--- config.mk ---
export PLATFORM = sky130hd
export DESIGN_NAME = fifo_wr_arbiter_flat
export DESIGN_NICKNAME = d
export VERILOG_FILES = /design/src/rtl/fifo_wr_arbiter_if.sv /design/src/rtl/fifo_wr_arbiter.sv /design/src/flat_wrapper.sv
export SDC_FILE = /design/constraint.sdc
export NUM_CORES = 1
export LEC_CHECK = 0
export CORE_MARGIN = 3
export CORE_UTILIZATION = 42
export DETAILED_ROUTE_END_ITERATION = 8
export PLACE_DENSITY = 0.91
export SYNTH_ARGS = -nofsm -noshare
export SYNTH_HDL_FRONTEND = slang
export SYNTH_SLANG_ARGS = --single-unit
--- constraint.sdc ---
create_clock -name clk -period 7.8 [get_ports clk]
set_clock_uncertainty 0.2 [all_clocks]
set_input_delay 0.78 -clock clk [delete_from_list [all_inputs] [get_ports clk]]
set_output_delay 0.78 -clock clk [all_outputs]
set_load 0.01 [all_outputs]
--- src/rtl/fifo_wr_arbiter_if.sv ---
// fifo_wr_arbiter_if: producer/FIFO-side bundle of the round-robin write arbiter.
//   req        producer request lines, one per producer
//   req_data   packed producer data, slice i = req_data[i*DATA_W +: DATA_W]
//   ack        one-hot write acknowledge back to the producers
//   fifo_full  FIFO full flag
//   fifo_wr_en FIFO write enable
//   fifo_data  FIFO data_in
//   owner      index of current grant holder (valid while busy)
//   busy       high while a producer holds the grant
// slave modport is the arbiter side; master modport is the producer/FIFO side.
interface fifo_wr_arbiter_if #(
  parameter int N_REQ  = 4,
  parameter int DATA_W = 8
);
  logic [N_REQ-1:0]        req;
  logic [N_REQ*DATA_W-1:0] req_data;
  logic [N_REQ-1:0]        ack;
  logic                    fifo_full;
  logic                    fifo_wr_en;
  logic [DATA_W-1:0]       fifo_data;
  logic [2:0]              owner;
  logic                    busy;

  modport slave (
    input  req, req_data, fifo_full,
    output ack, fifo_wr_en, fifo_data, owner, busy
  );

  modport master (
    output req, req_data, fifo_full,
    input  ack, fifo_wr_en, fifo_data, owner, busy
  );
endinterface

--- src/rtl/fifo_wr_arbiter.sv ---
// fifo_wr_arbiter: round-robin arbiter sharing one FIFO write port between
// N_REQ producers. A granted producer may write up to MAX_BURST words, then
// ownership rotates. One idle arbitration cycle separates grants.
// Ports:
//   clk   rising-edge clock
//   rstn  asynchronous active-low reset
//   arb   fifo_wr_arbiter_if.slave (req/req_data/ack, fifo_full/fifo_wr_en/
//         fifo_data, owner/busy status)
module fifo_wr_arbiter #(
  parameter int N_REQ     = 4,
  parameter int DATA_W    = 8,
  parameter int MAX_BURST = 4
) (
  input  logic              clk,
  input  logic              rstn,
  fifo_wr_arbiter_if.slave  arb
);

  typedef enum logic {IDLE, GRANT} state_t;

  state_t     state_q, state_d;
  logic [2:0] owner_q, owner_d;
  logic [2:0] last_q, last_d;
  logic [3:0] cnt_q, cnt_d;

  logic [7:0]        req_ext;
  logic [DATA_W-1:0] data_sel;
  logic [N_REQ-1:0]  ack_d;
  logic              write;
  logic              pick_found;
  logic [2:0]        pick_idx;
  logic [3:0]        sum;

  // Datapath, write qualification and round-robin search
  always_comb begin
    req_ext  = '0;
    req_ext[N_REQ-1:0] = arb.req;
    data_sel = '0;
    ack_d    = '0;
    for (int unsigned i = 0; i < N_REQ; i++) begin
      if (owner_q == 3'(i))
        data_sel = arb.req_data[i*DATA_W +: DATA_W];
    end
    write = (state_q == GRANT) && req_ext[owner_q] && !arb.fifo_full;
    for (int unsigned i = 0; i < N_REQ; i++) begin
      ack_d[i] = write && (owner_q == 3'(i));
    end

    // Search from last+1 with wrap; last < N_REQ and k <= N_REQ, so a single
    // conditional subtraction is enough for the modulo.
    pick_found = 1'b0;
    pick_idx   = '0;
    sum        = '0;
    for (int unsigned k = 1; k <= N_REQ; k++) begin
      sum = {1'b0, last_q} + 4'(k);
      if (sum >= 4'(N_REQ))
        sum = sum - 4'(N_REQ);
      if (!pick_found && req_ext[sum[2:0]]) begin
        pick_found = 1'b1;
        pick_idx   = sum[2:0];
      end
    end
  end

  // Next-state logic
  always_comb begin
    state_d = state_q;
    owner_d = owner_q;
    last_d  = last_q;
    cnt_d   = cnt_q;
    unique case (state_q)
      IDLE: begin
        if (pick_found) begin
          owner_d = pick_idx;
          cnt_d   = '0;
          state_d = GRANT;
        end
      end
      GRANT: begin
        if (!req_ext[owner_q]) begin
          state_d = IDLE;
          last_d  = owner_q;
          cnt_d   = '0;
        end else if (write) begin
          if (cnt_q == 4'(MAX_BURST - 1)) begin
            state_d = IDLE;
            last_d  = owner_q;
            cnt_d   = '0;
          end else begin
            cnt_d = cnt_q + 4'd1;
          end
        end
      end
      default: state_d = IDLE;
    endcase
  end

  always_ff @(posedge clk or negedge rstn) begin
    if (!rstn) begin
      state_q <= IDLE;
      owner_q <= '0;
      last_q  <= 3'(N_REQ - 1);
      cnt_q   <= '0;
    end else begin
      state_q <= state_d;
      owner_q <= owner_d;
      last_q  <= last_d;
      cnt_q   <= cnt_d;
    end
  end

  assign arb.ack        = ack_d;
  assign arb.fifo_wr_en = write;
  assign arb.fifo_data  = data_sel;
  assign arb.owner      = owner_q;
  assign arb.busy       = (state_q == GRANT);

endmodule
--- src/flat_wrapper.sv ---
// flat-port wrapper written by rule: the top's interface ports become plain ports
module fifo_wr_arbiter_flat 
#(
  parameter int N_REQ     = 4,
  parameter int DATA_W    = 8,
  parameter int MAX_BURST = 4
)
  (clk, rstn, arb_req, arb_req_data, arb_fifo_full, arb_ack, arb_fifo_wr_en, arb_fifo_data, arb_owner, arb_busy);
  fifo_wr_arbiter_if #(.N_REQ(N_REQ), .DATA_W(DATA_W)) arb_i ();
  input  logic clk;
  input  logic rstn;
  input wire logic [$bits(arb_i.req)-1:0] arb_req;
  input wire logic [$bits(arb_i.req_data)-1:0] arb_req_data;
  input wire logic [$bits(arb_i.fifo_full)-1:0] arb_fifo_full;
  output wire logic [$bits(arb_i.ack)-1:0] arb_ack;
  output wire logic [$bits(arb_i.fifo_wr_en)-1:0] arb_fifo_wr_en;
  output wire logic [$bits(arb_i.fifo_data)-1:0] arb_fifo_data;
  output wire logic [$bits(arb_i.owner)-1:0] arb_owner;
  output wire logic [$bits(arb_i.busy)-1:0] arb_busy;
  assign arb_i.req = arb_req;
  assign arb_i.req_data = arb_req_data;
  assign arb_i.fifo_full = arb_fifo_full;
  assign arb_ack = arb_i.ack;
  assign arb_fifo_wr_en = arb_i.fifo_wr_en;
  assign arb_fifo_data = arb_i.fifo_data;
  assign arb_owner = arb_i.owner;
  assign arb_busy = arb_i.busy;
  fifo_wr_arbiter #(.N_REQ(N_REQ), .DATA_W(DATA_W), .MAX_BURST(MAX_BURST)) u_core (.clk(clk), .rstn(rstn), .arb(arb_i));
endmodule
* Word level (Yosys, flattened, before mapping)
Cells that the tools add are included.
** Word-level totals
- Register bits :: 11
- Input port bits :: 39
- Output and inout port bits :: 17
- Logic and storage cells :: 87
** Operators by class
- Add/subtract/negate cells :: 9
- Order comparisons :: 9
- Equality and inequality tests :: 8
- Mux-type cells :: 39
- Bitwise logic cells :: 1
- Reduce and logical (&&, ||, !) cells :: 17
** Operators by type and width (count)
- $mux W3 :: 11
- $mux W8 :: 4
- $lt A3 B4 Y1 const B :: 5
- $ge A4 B3 Y1 const B :: 4
- $mux W4 :: 4
- $bmux W1 S3 :: 5
- $mux W1 :: 13
- $sub A3 B3 Y3 const B :: 4
- $logic_and A1 B1 Y1 :: 9
- $add A3 B2 Y4 const B :: 2
- $pmux W4 S2 :: 1
- $eq A3 B2 Y1 const B :: 2
- $add A3 B1 Y4 const B :: 1
- $add A3 B3 Y4 const B :: 1
- $add A4 B1 Y4 const B :: 1
- $eq A4 B2 Y1 const B :: 1
- $logic_not A1 Y1 :: 4
- $ne A2 B2 Y1 const B :: 2
- $reduce_and A2 Y1 :: 2
- $eq A3 B1 Y1 const B :: 1
- $logic_not A3 Y1 :: 1
- $ne A3 B3 Y1 const B :: 1
- $reduce_and A3 Y1 :: 1
- $ne A2 B1 Y1 const B :: 1
- 2 further kinds :: 2

* Logic depth before layout (Yosys ltp)
- Depth in word-level cells :: 17
- Depth in mapped cells :: 8
- Gate-level depth less buffers :: 7

* Worst setup path after synthesis
Ideal clock, no wire load.
- Kind :: reg-to-reg
- Start point :: register u_core.last_q[0]
- End point :: register u_core.owner_q[1], in the netlist u_core.arb.owner[1]
- Setup time :: 0.087 ns
- Arrival :: 2.565 ns
- Required time :: 7.513 ns
- Setup slack :: 4.948 ns
- Stages on the path, launching flop included :: 9
- Buffers on the path :: 1
- Clock period less this slack :: 2.852 ns
- Path through :: dfstp_2 buf_2 inv_1 ha_1 mux4_2 o21a_1 o22a_1 or4_1 o211ai_1
** Between the ends
- Word-level cells in the longest chain between the ends :: 16
- Elaborated cells on any way between the ends :: 39
- Those cells by class :: add/sub (8); order compare (4); mux (20); reduce/logical (7)
** RTL lines
- start, declared :: RTL line fifo_wr_arbiter.sv:23 : logic [2:0] last_q, last_d;
- start signal, assigned :: RTL line fifo_wr_arbiter.sv:102 : last_q <= 3'(N_REQ - 1);
- start signal, assigned :: RTL line fifo_wr_arbiter.sv:107 : last_q <= last_d;
- $add A3 B1 Y4 :: RTL line fifo_wr_arbiter.sv:55 : sum = {1'b0, last_q} + 4'(k);
- $ge A4 B3 Y1 or $sub A3 B3 Y3 (tied branches) :: RTL line fifo_wr_arbiter.sv:56, fifo_wr_arbiter.sv:57
- $mux W3 :: RTL line fifo_wr_arbiter.sv:56 : if (sum >= 4'(N_REQ))
- $bmux W1 S3 :: RTL line fifo_wr_arbiter.sv:58 : if (!pick_found && req_ext[sum[2:0]]) begin
- $mux W1 (implied by the code) :: RTL line fifo_wr_arbiter.sv:58
- $mux W1 :: RTL line fifo_wr_arbiter.sv:58
- $logic_not A1 Y1 :: RTL line fifo_wr_arbiter.sv:58
- $logic_and A1 B1 Y1 :: RTL line fifo_wr_arbiter.sv:58
- $mux W1 :: RTL line fifo_wr_arbiter.sv:58
- $logic_not A1 Y1 :: RTL line fifo_wr_arbiter.sv:58
- $logic_and A1 B1 Y1 :: RTL line fifo_wr_arbiter.sv:58
- $mux W1 :: RTL line fifo_wr_arbiter.sv:58
- $logic_not A1 Y1 :: RTL line fifo_wr_arbiter.sv:58
- $logic_and A1 B1 Y1 :: RTL line fifo_wr_arbiter.sv:58
- $mux W1 :: RTL line fifo_wr_arbiter.sv:58
- $reduce_and A2 Y1 (no line)
- end signal, assigned :: RTL line fifo_wr_arbiter.sv:106 : owner_q <= owner_d;
- end, declared :: RTL line fifo_wr_arbiter.sv:22 : logic [2:0] owner_q, owner_d;
Parallel ways exist; a longest one is shown, timed or not. The select of a mux whose other input is x is not followed.
A chain may end at the register's enable or synchronous reset.

* Worst setup path in the final report
- Start point :: input port arb_req[2]
- End point :: output port arb_ack[1]
** Between the ends
- Word-level cells in the longest chain between the ends :: 5
** RTL lines
- start, declared :: RTL line flat_wrapper.sv:12 : input wire logic [$bits(arb_i.req)-1:0] arb_req;
- $bmux W1 S3 :: RTL line fifo_wr_arbiter.sv:44 : write = (state_q == GRANT) && req_ext[owner_q] && !arb.fifo_full;
- $mux W1 (implied by the code) :: RTL line fifo_wr_arbiter.sv:44
- $logic_and A1 B1 Y1 (2 in a row) :: RTL line fifo_wr_arbiter.sv:44
- $logic_and A1 B1 Y1 :: RTL line fifo_wr_arbiter.sv:46 : ack_d[i] = write && (owner_q == 3'(i));
- end, declared :: RTL line flat_wrapper.sv:15 : output wire logic [$bits(arb_i.ack)-1:0] arb_ack;
Every way passes these cells. The select of a mux whose other input is x is not followed.

==> reports/metrics.cfg <==
[run_status]
outcome=completed

[clocking]
clk_pin_slew_worst_paths_ps=70
clock_sinks=11
clockBufferDepth=2
cts-root-buf=clkbuf_4
post-cts-setup-buffers=0
htreeDepth=1
postCtsHoldBufs=0
clock_latency_ps=270
cts_resized=0
cts_buffers=3
cts_tree=done

[die]
die_x_um=56.0
core_area_sq_um=2300
die-area_sq_um=3140
initial_core_util_pct=45.7
die_h_um=56.0
boundaryPins=56
num_rows=17

[critical_path]
start_kind=input port
worstRegToRegCells=7
crit_fanout=7
critical_path.reg2reg.endpoint=u_core.cnt_q[0]
reg2reg_slack_ps=4790
r2r_start=u_core.last_q[0]
startpoint=arb_req[2]
endpoint=arb_ack[1]
critPathRequiredTime_ps=6820
setup.worst_path.end_class=output port
critPathKind=input port to output port
arrival_ps=2980

[global_route]
grt_pass1_wl_mm=5.06
grt_overflow_total=0
grt_max_degree=17
grtUsageMet2_pct=32.7
grtUsageTotal_pct=20.3
gr-usage-met3_pct=3.48
met1_usage_pct=27.7
grt.busiest_layer=met2
antenna_found_initial=0
grt_pass1_vias=1042

[route]
dr.pass1.iters=4
postRouteAntennaNets=0
drc_errors=0
vias=1096
post_drt_wl_per_cell_um=16.5
wirelength_mm=3.06
routed_via_density=5.89
drt_iter0_markers=25

[place]
dp_slack_ps=3850
place_hpwl_mm=2.48
dp_cells=182
port_buffers=55
gp_congestion=0.856

[yosys]
synth_common_cells=mux4_2 (11), o21ai_0 (11), dfrtp_1 (9), nor2b_1 (9)
ys_ff_latch=11
syn_avg_cell_area_sq_um=10.0
yosysWarnings=0
yosys.area.top_type=mux4_2
synthFlopType=dfrtp_1
synth_top_area_share_pct=23.6
yosys-top-cells-area=mux4_2 (24%), dfrtp_1 (21%), nor2b_1 (5.4%)
synthArstFlopShare_pct=100
netlist_area_sq_um=1050
synth_fp_nets=147
yosysSeqAreaShare_pct=26.5
syn_inst=105
synth_edf_count=0
yosysUniqueCellTypes=36

[final_layout]
nNetsFinal=201
antenna_cells=0
layout-drive-gt1-share_pct=12.0
final_cells=186
synthToLayoutAreaGrowth_pct=55.9
fillers=159

[timing]
rsz0062_at_grt=no
drv_slew=0
layout_min_cycle_time_ps=3960
worst_pin_slew_ps=717
whs_ps=323
fmax_mhz=253
hold_violations=0
setup_slack_ps=3840
setup_viol=0
tns_ps=0
max-slew-margin-rel_pct=52.2
period_share_pct=50.7

[power]
leakagePower_nw=0.620
p_per_area_nw_per_um2=298
power_w=0.000488
vdd_ir_drop_max_mv=0.236

[job]
maxCapViolCount=0

[hold_path]
worstHoldPathType=register to register

## metal layers
metal  wire length, um  vias to the layer above
met2              1420                       66
met5                 0                        -
met3               260                        8
met1              1310                      517
li1                  -                      505
met4                71                        0
## where the power goes
part           internal (W)   total, W  switching [W]
clock network     0.0000197  0.0000397      0.0000200
registers         0.0000769   0.000131      0.0000542
logic              0.000192   0.000317       0.000125
## stage by stage
step | instance area, sq um | utilization [%]
floorplan | 1050 | -
global placement | 1610 | 70.1
detailed placement | 1610 | 70.1
CTS | 1640 | 71.2
global route | 1640 | 71.2
finish | 1640 | 71.2
## registers in the layout, indices dropped and copies added, names as in the netlist
register          flops
u_core.arb.busy       1
u_core.last_q         3
u_core.cnt_q          4
u_core.arb.owner      3
## critical path, cell delays in order
cell and delay (ps):
clkdlybuf4s50_1 550, mux4_2 290, nand3b_1 200, nor2_1 380, nand2_1 100, nor2_1 130
clkdlybuf4s50_1 550
## layout by cell type (no fill, tap or decap), types with 2 or more instances in the layout
master | Yosys | routed
a22o_1 | 2 | 2
nand2b_1 | 3 | 3
o21ai_0 | 11 | 11
o21a_1 | 4 | 4
dfrtp_1 | 9 | 9
clkbuf_4 | 0 | 3
nor2_1 | 8 | 8
ha_1 | 3 | 3
nand2_1 | 8 | 8
inv_1 | 4 | 4
nand4_1 | 2 | 2
nor2b_1 | 9 | 9
clkdlybuf4s50_1 | 0 | 55
a21oi_1 | 2 | 2
mux2i_1 | 3 | 3
mux4_2 | 11 | 11
dfstp_2 | 2 | 2
## cell families after synthesis
family	synth area share, %
mux	27.5
compound gates	18.5
buf+inv	3.81
flops	26.5
simple gates	20.1
fa+ha+maj	3.58
## cell type report
class | instances | area [sq um] | area share, %
multi-input cells | 84 | 732 | 44.7
repair buffers | 55 | 551 | 33.6
flip-flops and latches | 11 | 278 | 17.0
well taps | 28 | 35.0 | 2.14
clock buffers | 4 | 26.3 | 1.61
inverters | 4 | 15.0 | 0.917
## worst min path at each step
| stage | cells past startpoint | start | endpoint | slack, ps |
|---|---|---|---|---|
| final | 1 | u_core.cnt_q[3] | u_core.cnt_q[3] | 320 |
| after global routing | 1 | u_core.cnt_q[3] | u_core.cnt_q[3] | 370 |
| after CTS | 1 | u_core.cnt_q[3] | u_core.cnt_q[3] | 330 |
| after detailed placement | 1 | u_core.cnt_q[3] | u_core.cnt_q[3] | 310 |
| after global placement | 1 | u_core.cnt_q[3] | u_core.cnt_q[3] | 310 |
| after floorplan | 1 | u_core.cnt_q[3] | u_core.cnt_q[3] | 270 |
Note: power is estimated with default switching activity, not from simulation.
